--- src/rtl/load_buffer_pkg.sv ---
// Shared types for the load buffer: the packet and CDB formats, the controller states
// and the funct3 load-size encodings.
package load_buffer_pkg;

  localparam int unsigned XLEN      = 32;
  localparam int unsigned ROB_TAG_W = 5;

  typedef struct packed {
    logic                 valid;
    logic [XLEN-1:0]      address;
    logic [ROB_TAG_W-1:0] rd_tag;
    logic [2:0]           mem_size;
  } LB_PACKET;

  typedef struct packed {
    logic                 valid;
    logic [XLEN-1:0]      value;
    logic [ROB_TAG_W-1:0] rob_tag;
  } CDB_DATA;

  typedef struct packed {
    logic [XLEN-1:0]      address;
    logic [ROB_TAG_W-1:0] rd_tag;
    logic [2:0]           mem_size;
  } LB_ENTRY;

  typedef enum logic [2:0] {
    IDLE,
    REQ,
    WAIT_RESP,
    BCAST,
    DRAIN
  } LB_STATE;

  localparam logic [2:0] MEM_LB  = 3'b000;
  localparam logic [2:0] MEM_LH  = 3'b001;
  localparam logic [2:0] MEM_LW  = 3'b010;
  localparam logic [2:0] MEM_LBU = 3'b100;
  localparam logic [2:0] MEM_LHU = 3'b101;

endpackage

--- src/rtl/load_data_align.sv ---
// Extracts and sign/zero-extends the loaded byte, halfword or word from a memory word.
// Purely combinational; shared with the store-to-load forwarding path.
module load_data_align
  import load_buffer_pkg::*;
(
  input  logic [XLEN-1:0] word,
  input  logic [1:0]      offset,
  input  logic [2:0]      funct3,
  output logic [XLEN-1:0] result
);

  logic [7:0]  byte_sel;
  logic [15:0] half_sel;

  always_comb begin
    byte_sel = word[{offset, 3'b000} +: 8];
    // Halfwords only honour offset[1]; misalignment is not checked.
    half_sel = word[{offset[1], 4'b0000} +: 16];
    case (funct3)
      MEM_LB:  result = {{(XLEN-8){byte_sel[7]}}, byte_sel};
      MEM_LBU: result = {{(XLEN-8){1'b0}}, byte_sel};
      MEM_LH:  result = {{(XLEN-16){half_sel[15]}}, half_sel};
      MEM_LHU: result = {{(XLEN-16){1'b0}}, half_sel};
      MEM_LW:  result = word;
      default: result = XLEN'(32'hdeadbeef);
    endcase
  end

endmodule

--- src/rtl/load_buffer.sv ---
// In-order load queue: issues one memory read at a time, aligns the returned word and
// broadcasts it on the CDB until granted. Squashed entirely on flush.
module load_buffer
  import load_buffer_pkg::*;
#(
  parameter int unsigned DEPTH          = 4,
  parameter bit          OVERFLOW_CHECK = 1'b1
) (
  input  logic            clock,
  input  logic            reset,
  input  logic            flush,
  input  LB_PACKET        lb_packet_in,
  output logic            lb_full,
  output logic            mem_req_valid,
  output logic [XLEN-1:0] mem_req_addr,
  input  logic            mem_req_ready,
  input  logic            mem_resp_valid,
  input  logic [XLEN-1:0] mem_resp_data,
  output CDB_DATA         lb_cdb_output,
  input  logic            cdb_grant
);

  localparam int unsigned PtrW = $clog2(DEPTH);
  localparam int unsigned CntW = PtrW + 1;

  LB_ENTRY         entries_q [DEPTH];
  LB_ENTRY         head_entry;
  logic [PtrW-1:0] head_q, tail_q;
  logic [CntW-1:0] count_q, count_d;
  logic            full_q;
  LB_STATE         state_q, state_d;
  logic [XLEN-1:0] result_q, aligned;
  logic            enq, pop, overflow;

  assign head_entry = entries_q[head_q];
  assign enq        = lb_packet_in.valid && !full_q && !flush;
  assign overflow   = lb_packet_in.valid && full_q;
  assign pop        = (state_q == BCAST) && cdb_grant && !flush;
  assign count_d    = flush ? '0 : count_q + CntW'(enq) - CntW'(pop);

  load_data_align u_align (
    .word   (mem_resp_data),
    .offset (head_entry.address[1:0]),
    .funct3 (head_entry.mem_size),
    .result (aligned)
  );

  always_comb begin
    state_d = state_q;
    unique case (state_q)
      // An arriving packet starts the request immediately to save a cycle.
      IDLE:      if (!flush && (count_q != '0 || enq)) state_d = REQ;
      REQ: begin
        if (flush)              state_d = mem_req_ready ? DRAIN : IDLE;
        else if (mem_req_ready) state_d = WAIT_RESP;
      end
      WAIT_RESP: begin
        // A response landing on the flush cycle is consumed here, so nothing is left to drain.
        if (mem_resp_valid) state_d = flush ? IDLE : BCAST;
        else if (flush)     state_d = DRAIN;
      end
      BCAST:     if (flush || cdb_grant) state_d = IDLE;
      DRAIN:     if (mem_resp_valid) state_d = IDLE;
      default:   state_d = IDLE;
    endcase
  end

  always_ff @(posedge clock or negedge reset) begin
    if (!reset) begin
      for (int i = 0; i < DEPTH; i++) entries_q[i] <= '0;
      head_q   <= '0;
      tail_q   <= '0;
      count_q  <= '0;
      full_q   <= 1'b0;
      state_q  <= IDLE;
      result_q <= '0;
    end else begin
      state_q <= state_d;
      count_q <= count_d;
      full_q  <= (count_d == CntW'(DEPTH));
      if (flush) begin
        head_q <= '0;
        tail_q <= '0;
      end else begin
        if (enq) begin
          entries_q[tail_q] <= '{address:  lb_packet_in.address,
                                 rd_tag:   lb_packet_in.rd_tag,
                                 mem_size: lb_packet_in.mem_size};
          tail_q <= tail_q + 1'b1;
        end
        if (pop) head_q <= head_q + 1'b1;
      end
      if (state_q == WAIT_RESP && mem_resp_valid) result_q <= aligned;
    end
  end

  always_comb begin
    lb_full       = full_q;
    mem_req_valid = (state_q == REQ);
    mem_req_addr  = {head_entry.address[XLEN-1:2], 2'b00};
    lb_cdb_output = '0;
    if (state_q == BCAST) begin
      lb_cdb_output.valid   = 1'b1;
      lb_cdb_output.value   = result_q;
      lb_cdb_output.rob_tag = head_entry.rd_tag;
    end
  end

  if (OVERFLOW_CHECK) begin : g_overflow_check
    lb_overflow: assert property (@(posedge clock) disable iff (!reset) !overflow)
      else $error("lb_overflow: load packet dropped while buffer full");
  end

endmodule

--- config.mk ---
export PLATFORM = sky130hd
export DESIGN_NAME = load_buffer
export DESIGN_NICKNAME = d
export VERILOG_FILES = /design/src/rtl/load_buffer_pkg.sv /design/src/rtl/load_data_align.sv /design/src/rtl/load_buffer.sv
export SDC_FILE = /design/constraint.sdc
export NUM_CORES = 1
export LEC_CHECK = 0
export ABC_AREA = 1
export CORE_ASPECT_RATIO = 1.2
export CORE_UTILIZATION = 50
export CTS_CLUSTER_SIZE = 25
export DETAILED_ROUTE_END_ITERATION = 8
export GPL_ROUTABILITY_DRIVEN = 0
export PLACE_DENSITY = 0.84
export SYNTH_ARGS = -nofsm -noshare
export SYNTH_HDL_FRONTEND = slang
export SYNTH_HIERARCHICAL = 1
export SYNTH_SLANG_ARGS = --single-unit
--- constraint.sdc ---
create_clock -name clock -period 2.2 [get_ports clock]
set_input_delay 0.44 -clock clock [delete_from_list [all_inputs] [get_ports clock]]
set_output_delay 0.44 -clock clock [all_outputs]
set_load 0.03 [all_outputs]
==> key figures, run 1 <==
Status
  – Status: complete, but fails checks
  – Failing checks: negative setup slack

STA
  – Setup TNS: -2170 ps
  – RSZ-0062 raised after global routing: yes
  – Pins over their slew limit: 0
  – Skew final: between 9 and 10 ps
  – Final Setup Violations: 44
  – Setup ws final: -123 ps
  – Max Clk Rate: 0.431 GHz
  – Min Tclk post-route: 2320 ps
  – Worst slew margin: 0.659
  – Final period util: 1.06
  – Final Hold Fails: 0
  – Worst Tran Pin Value: 511 ps

Synth
  – Synth Cell Area: 0.0106 sq mm
  – Synth cell types: 37
  – Ys async rst share: 1.00
  – Number of synthesized flops with an enable pin: 0
  – Most common cell in the netlist: nand2_1
  – Top-area cell type share of the netlist area: 0.481
  – Synth Register Bits: 203
  – Sequential area share after synthesis: 0.481
  – Area leader, netlist: dfrtp_1
  – Cells after Synth: about 1,300
  – Synth top cells by count: nand2_1 (299), dfrtp_1 (203), o21ai_1 (154)
  – Area contributors post-synth: dfrtp_1 (48%), nand2_1 (11%), o21ai_1 (7.3%)
  – Ys Warns: 6
  – Mean Syn Cell Area: just over 8 sq um
  – Top FF cell, synth: dfrtp_1

Critical path
  – Endpoint class of the critical path: output pin
  – WP data required: between 1500 and 2000 ps
  – CP startpoint kind: flip-flop
  – Buf/Inv on CP: 3
  – Crit-path max cell delay: 450 ps
  – Maximum fanout along the worst path: 8
  – CP Cell Sequence: buf_8, buf_16, o21ai_0, o22ai_2, buf_6
  – Critical path type: reg2out
  – WP depth: 5
  – WP data arrival: approximately 1900 ps
  – R2r worst-path depth: 14
  – Crit path max-delay family: compound AO/OA/AOI/OAI gates
  – CP max stage cell: dfrtp_2

Finish
  – Ant diodes: 0
  – Design area: 0.0146 sq mm
  – Layout cells sized above 1: 0.294
  – Final net count: between 1,500 and 2,000
  – P&R area growth vs syn: 38.3%
  – Final core occ: 0.713

Place
  – IO buf count: approximately 150
  – Placed instance area: roughly 0.012 sq mm
  – Post-DP HPWL: ~17 mm
  – Pre-CTS setup slack: -340 ps

CTS
  – CTS clk-pin slew, worst paths: 60 ps
  – Clock root cell: clkbuf_16
  – Clk buf depth: 3
  – H-tree levels: 1
  – CTS Buf Count: 22
  – CTS tree: built
  – CTS sink count: 203
  – Clk_lat worst skew: 510 ps

Floorplan
  – Core ar.: between 0.02 and 0.025 sq mm
  – Die area: 0.0217 sq mm
  – Initial Utilization: 0.516
  – Die W: around 130 um
  – # IOs: 151
  – Row count: 57
  – Die Y: approximately 160 um

Route
  – Final wirelength: 32.4 mm
  – DR iter-0 viols: 1,021
  – Routed WL per cell: 18.7 um
  – DRC: 0
  – DRT Pass-1 Iters: 8
  – Vias/cell: a little under 6
  – Vias: 10,000
  – Final antenna-violating net count: 0

GRT
  – Pin count of the biggest net entering global routing: 66
  – Vias in the first global route: 9,940
  – GRT overflow: 0
  – Antenna violations before repair: 0
  – First-pass GRT wire length: between 40 and 50 mm
  – Global Route Usage Sum: 0.284

Run
  – Max-Cap Viols: 0

Pwr
  – Worst vdd ir: 906 uV
  – LEAKAGE: 6.89 nW
  – Power density over cell area: 1250 mW/mm^2
  – Total chip power: 18.2 mW

Worst hold path
  – Worst Hold Class: in2async
sequential cells by signal (all words and copies together), names as in the netlist:
register   cells
result_q      32
state_q        3
lb_full        1
entries_q    160
head_q         2
count_q        3
tail_q         2
cell usage in the layout, fill, tap and decap left out, types with 7 or more instances in the layout:
cell type | Yosys | routed
buf_16 | 0 | 9
nand3_1 | 52 | 39
clkbuf_16 | 0 | 26
nand2_1 | 299 | 288
nor2_2 | 4 | 27
o22ai_1 | 35 | 7
buf_6 | 24 | 42
clkdlybuf4s50_1 | 0 | 78
o21ai_2 | 43 | 76
a21oi_1 | 15 | 8
inv_1 | 104 | 99
o22ai_2 | 0 | 24
buf_4 | 43 | 55
nor2_4 | 5 | 31
clkdlybuf4s15_2 | 0 | 12
nand2_2 | 4 | 11
nor2_1 | 144 | 95
buf_12 | 0 | 29
nand3_2 | 1 | 11
o21ai_1 | 154 | 175
o21ai_0 | 83 | 20
o21ai_4 | 0 | 9
dfrtp_1 | 203 | 201
power breakdown:
group	leakage, nW	internal, mW	switching (mW)
sequential	2.60	5.20	0.958
clock	0.378	2.41	1.54
combinational	3.92	3.41	4.72
total	6.89	11.0	7.23
logic make-up after synthesis:
family	Yosys count	share of synthesized area
other	1	0.000355
and+or+nand+nor	522	0.207
buffers and inverters	220	0.123
AOI/OAI and AO/OA	335	0.180
DFF	203	0.481
adders and majority gates	7	0.00901
through the flow:
| step | hold slack, ps | std cells |
|---|---|---|
| 2_1_floorplan | 144 | 1289 |
| 3_3_place_gp | 446 | 1648 |
| 5_1_grt | 504 | 1730 |
| 4_1_cts | 489 | 1720 |
| 3_5_place_dp | 452 | 1648 |
| 6_report | 476 | 1730 |
worst paths after layout:
path / startpoint / endpoint / slack [ps]
max: head_q[0] / mem_req_addr[2] / -120
min: reset / result_q[11] / 480
max reg2reg: head_q[0] / result_q[16] / -60
min reg2reg: entries_q[134] / entries_q[134] / 490
max in group asynchronous: reset / result_q[2] / 1020
min in group clock: entries_q[134] / entries_q[134] / 490
cell type report:
cell class / instances / area (sq um)
fill: 1359 / 5870
clock buffer: 33 / 653
tap: 265 / 332
timing repair inverter: 3 / 28.8
timing repair buffer: 242 / 2830
inverter: 111 / 473
clock inverter: 7 / 118
sequential: 203 / 5080
multi-input combinational: 866 / 5080
routing by layer:
metal  vias to the layer above  GRT usage  part of all wire
li1                       4477          -                 -
met1                      4812      0.349              0.37
met2                       599      0.489              0.50
met3                       140     0.0417             0.080
met4                         0      0.137             0.044
met5                         -          0                 0
what timing repair did:
item | in CTS | in global routing
setup endpoints to repair | 62 | 93
cloned | 12 | 5
endpoints found under the hold margin | 50 | 0
pin swaps | 41 | 38
setup buffers | 19 | 9
hold buffers | 1 | 0
resized for setup | 311 | 143
No activity file was read; power rests on OpenSTA's default activity.
==> inputs of run 2 (changes only) <==
--- a/config.mk
+++ b/config.mk
@@ -8,7 +8,7 @@
 export ABC_AREA = 1
 export CORE_ASPECT_RATIO = 1.2
 export CORE_UTILIZATION = 50
-export CTS_CLUSTER_SIZE = 25
+export CTS_CLUSTER_SIZE = 16
 export DETAILED_ROUTE_END_ITERATION = 8
 export GPL_ROUTABILITY_DRIVEN = 0
 export PLACE_DENSITY = 0.84
==> results of run 2 <==
Same layout as run 1: the final DEF is identical, and so are final timing and power.
==> inputs of run 3 (changes only) <==
==> constraint.sdc (replaced) <==
create_clock -name clock -period 2.2 [get_ports clock]
set_input_delay 0.44 -clock clock [delete_from_list [all_inputs] [get_ports clock]]
set_output_delay 0.44 -clock clock [all_outputs]
set_load 0.005 [all_outputs]
==> run 3 against run 2 <==
  * The flow still finishes with violations (negative setup slack)
  * Setup slack improved by 82 ps
  * Sequential share of layout area rose by 2.7 points
  * Count of clock-buffer cells in the layout fell by 6
  * Register-to-register slack improved by 120 ps
  * Largest power group unchanged
  * Non-clock buffer count rose by 1
  * Critical path depth rose by 1
  * Design area fell by 7.1%
  * Sequential cell count did not move
  * Final cell count fell by 0.23%
  * Via count fell by 4.6%
  * First-iteration DRC count fell by 24%
==> key figures, run 3 (synthesis results as in run 1) <==
Critical path
  – Critical path type: reg2out
  – CP startpoint kind: flip-flop
  – Maximum fanout along the worst path: 12 (+4)
  – CP Cell Sequence: inv_6, buf_12, buf_16, nor2_1, o22ai_1, dlygate4sd2_1
  – WP data required: 1760 ps (about the same)
  – WP data arrival: 1800 ps (-80 ps)
  – R2R setup slack: 60 ps (+120 ps)
  – Crit path max-delay family: buffers and inverters
  – Endpoint class of the critical path: output pin
  – Crit-path max cell delay: 460 ps (about the same)
  – CP max stage cell: dfrtp_2
  – Buf/Inv on CP: 4 (+1)

STA
  – Final Hold Fails: 0 (unchanged)
  – Skew final: 6.44 ps (-2.74 ps)
  – Max Clk Rate: 0.446 GHz (+3.7%)
  – Min Tclk post-route: 2240 ps (-81.9 ps)
  – Setup ws final: -40.7 ps (+81.9 ps)
  – RSZ-0062 raised after global routing: yes
  – Final Setup Violations: 1 (-98%)
  – Worst slew margin: 0.663 (+0.00351)
  – Final period util: 1.02 (-0.0372)
  – Pins over their slew limit: 0 (unchanged)
  – Worst Tran Pin Value: 506 ps (-5.27 ps)

Route
  – Detail Route met3 WL: 2.42 mm (-7.1%)
  – DR iter-0 viols: 778 (-24%)
  – WL met1: 11.1 mm (-8.0%)
  – Routed WL per cell: 16.7 um (-11%)
  – Vias: 9,566 (-4.6%)
  – Vias/cell: 5.54 (-4.4%)
  – Top Metal Used: met4
  – Final wirelength: 28.7 mm (-11%)
  – Final antenna-violating net count: 0 (unchanged)
  – DR WL met2: 14.3 mm (-12%)
  – DRT Pass-1 Iters: 5 (-3)
  – DRC: 0 (unchanged)

CTS
  – CTS clk-pin slew, worst paths: 60 ps (about the same)
  – Clk_lat worst skew: 490 ps (-20 ps)
  – Clk buf depth: 3 (unchanged)
  – CTS Buf Count: 21 (-4.5%)
  – CTS tree: built
  – H-tree levels: 1 (unchanged)
  – Clock root cell: clkbuf_16
  – CTS sink count: 203 (unchanged)

Pwr
  – Pint: 10.2 mW (-7.8%)
  – Combinational power share: 0.395 (-0.051)
  – Switching Share: 0.361 (-0.0351)
  – Sequential share of power: 0.377 (+0.039)
  – Switching power: 5.74 mW (-21%)
  – LEAKAGE: 6.66 nW (-3.4%)
  – Total chip power: 15.9 mW (-13%)
  – Power density over cell area: 1170 mW/mm^2 (-6.2%)
  – Worst vdd ir: 693 uV (-24%)
  – Clk network pwr share: 0.228 (+0.011)

Place
  – IO buf count: 148 (unchanged)
  – Post-DP HPWL: 17.2 mm (-0.79%)
  – Pre-CTS setup slack: -332 ps (+8.14 ps)

Finish
  – Commonest non-fill, non-tap cell in the layout: nand2_1
  – Largest registers: entries_q: 160 flops, result_q: 32 flops
  – Fill cells: 1,586 (+17%)
  – Commonest cells after routing, fill and taps aside: nand2_1 (294), dfrtp_1 (201), o21ai_1 (186)
  – Layout cells sized above 1: 0.218 (-0.0759)
  – Largest register FFs: 160 (unchanged)
  – P&R area growth vs syn: 28.4%
  – Reg with most FFs: entries_q
  – Final net count: 1,533 (-0.13%)
  – Ant diodes: 0 (unchanged)

Floorplan
  – Row count: 57 (unchanged)
  – Core ar.: 0.0205 sq mm (unchanged)
  – Die Y: 161 um (unchanged)
  – Initial Utilization: 0.516 (unchanged)
  – # IOs: 151 (unchanged)
  – Die area: 0.0217 sq mm (unchanged)
  – Die W: 135 um (unchanged)

Run
  – Max-Cap Viols: 0 (unchanged)

GRT
  – Antenna violations before repair: 0 (unchanged)
  – Global Route Usage Sum: 0.262 (-0.0228)
  – Pin count of the biggest net entering global routing: 62 (-6.1%)
  – Vias in the first global route: 9,200 (-7.4%)
  – First-pass GRT wire length: 45.7 mm (-7.3%)
  – GRT overflow: 0 (unchanged)

Status
  – Status: complete, but fails checks
  – Failing checks: negative setup slack

Worst hold path
  – Worst Hold Class: in2async
## run 3: changes by cell type in the layout (fill, tap and decap cells not counted), moves of 16 or more
cell and delta:
o22ai_1 +16, o21ai_0 +22, nor2_1 +19, buf_2 +22
nor2_4 -17, buf_6 -30, o21ai_2 -24, dlygate4sd2_1 +16
## run 3: through the flow
| stage | utilization | cells | setup TNS, ps | hold WS [ps] | instance area, sq um |
|---|---|---|---|---|---|
| final | 0.662 | 1726 | -40.7 | 483 | 13600 |
| after global routing | 0.662 | 1726 | -1060 | 508 | 13600 |
| after CTS | 0.648 | 1707 | -2020 | 478 | 13300 |
| after detailed placement | 0.595 | 1650 | -2070 | 456 | 12200 |
| after global placement | 0.595 | 1650 | -667 | 455 | 12200 |
| after floorplan | - | 1289 | 0 | 144 | 10600 |
## run 3: final cells by class
cell class	instances	area, sq um	share of cell area
Multi-Input combinational cell	867	4500	0.332
Timing Repair Buffer	243	2490	0.184
Sequential cell	203	5080	0.375
Inverter	111	447	0.0329
Clock inverter	10	108	0.00794
Clock buffer	27	598	0.0441
Tap cell	265	332	0.0245
## run 3: routing by layer
layer	vias to the layer above	GRT usage
met2	492	0.450
met1	4518	0.330
met5	-	0
met3	88	0.0436
met4	0	0.0960
li1	4468	-
## run 3: power groups by stage
stage	Clock [mW]	Sequential, mW	Combinational [mW]
final	3.62	5.99	6.29
after global routing	3.82	6.14	6.97
after CTS	3.68	5.92	5.74
after detailed placement	0	5.94	5.61
after global placement	0	5.87	5.43
after floorplan	0	5.75	4.05
## run 3: worst paths after layout
check,startpoint,to,cells after the start
setup / recovery,head_q[0],mem_req_addr[9],6
hold / removal,reset,result_q[16],2
setup reg to reg,head_q[0],result_q[8],12
hold reg to reg,entries_q[93],entries_q[93],2
max in group asynchronous,reset,entries_q[142],3
min in group clock,entries_q[93],entries_q[93],2
## run 3: repair_timing
item	in CTS	in global routing
resized for setup	213	142
hold buffers	1	0
cloned	7	3
setup endpoints to repair	94	81
buffers inserted	12	17
endpoints found under the hold margin	51	0
pin swaps	19	32
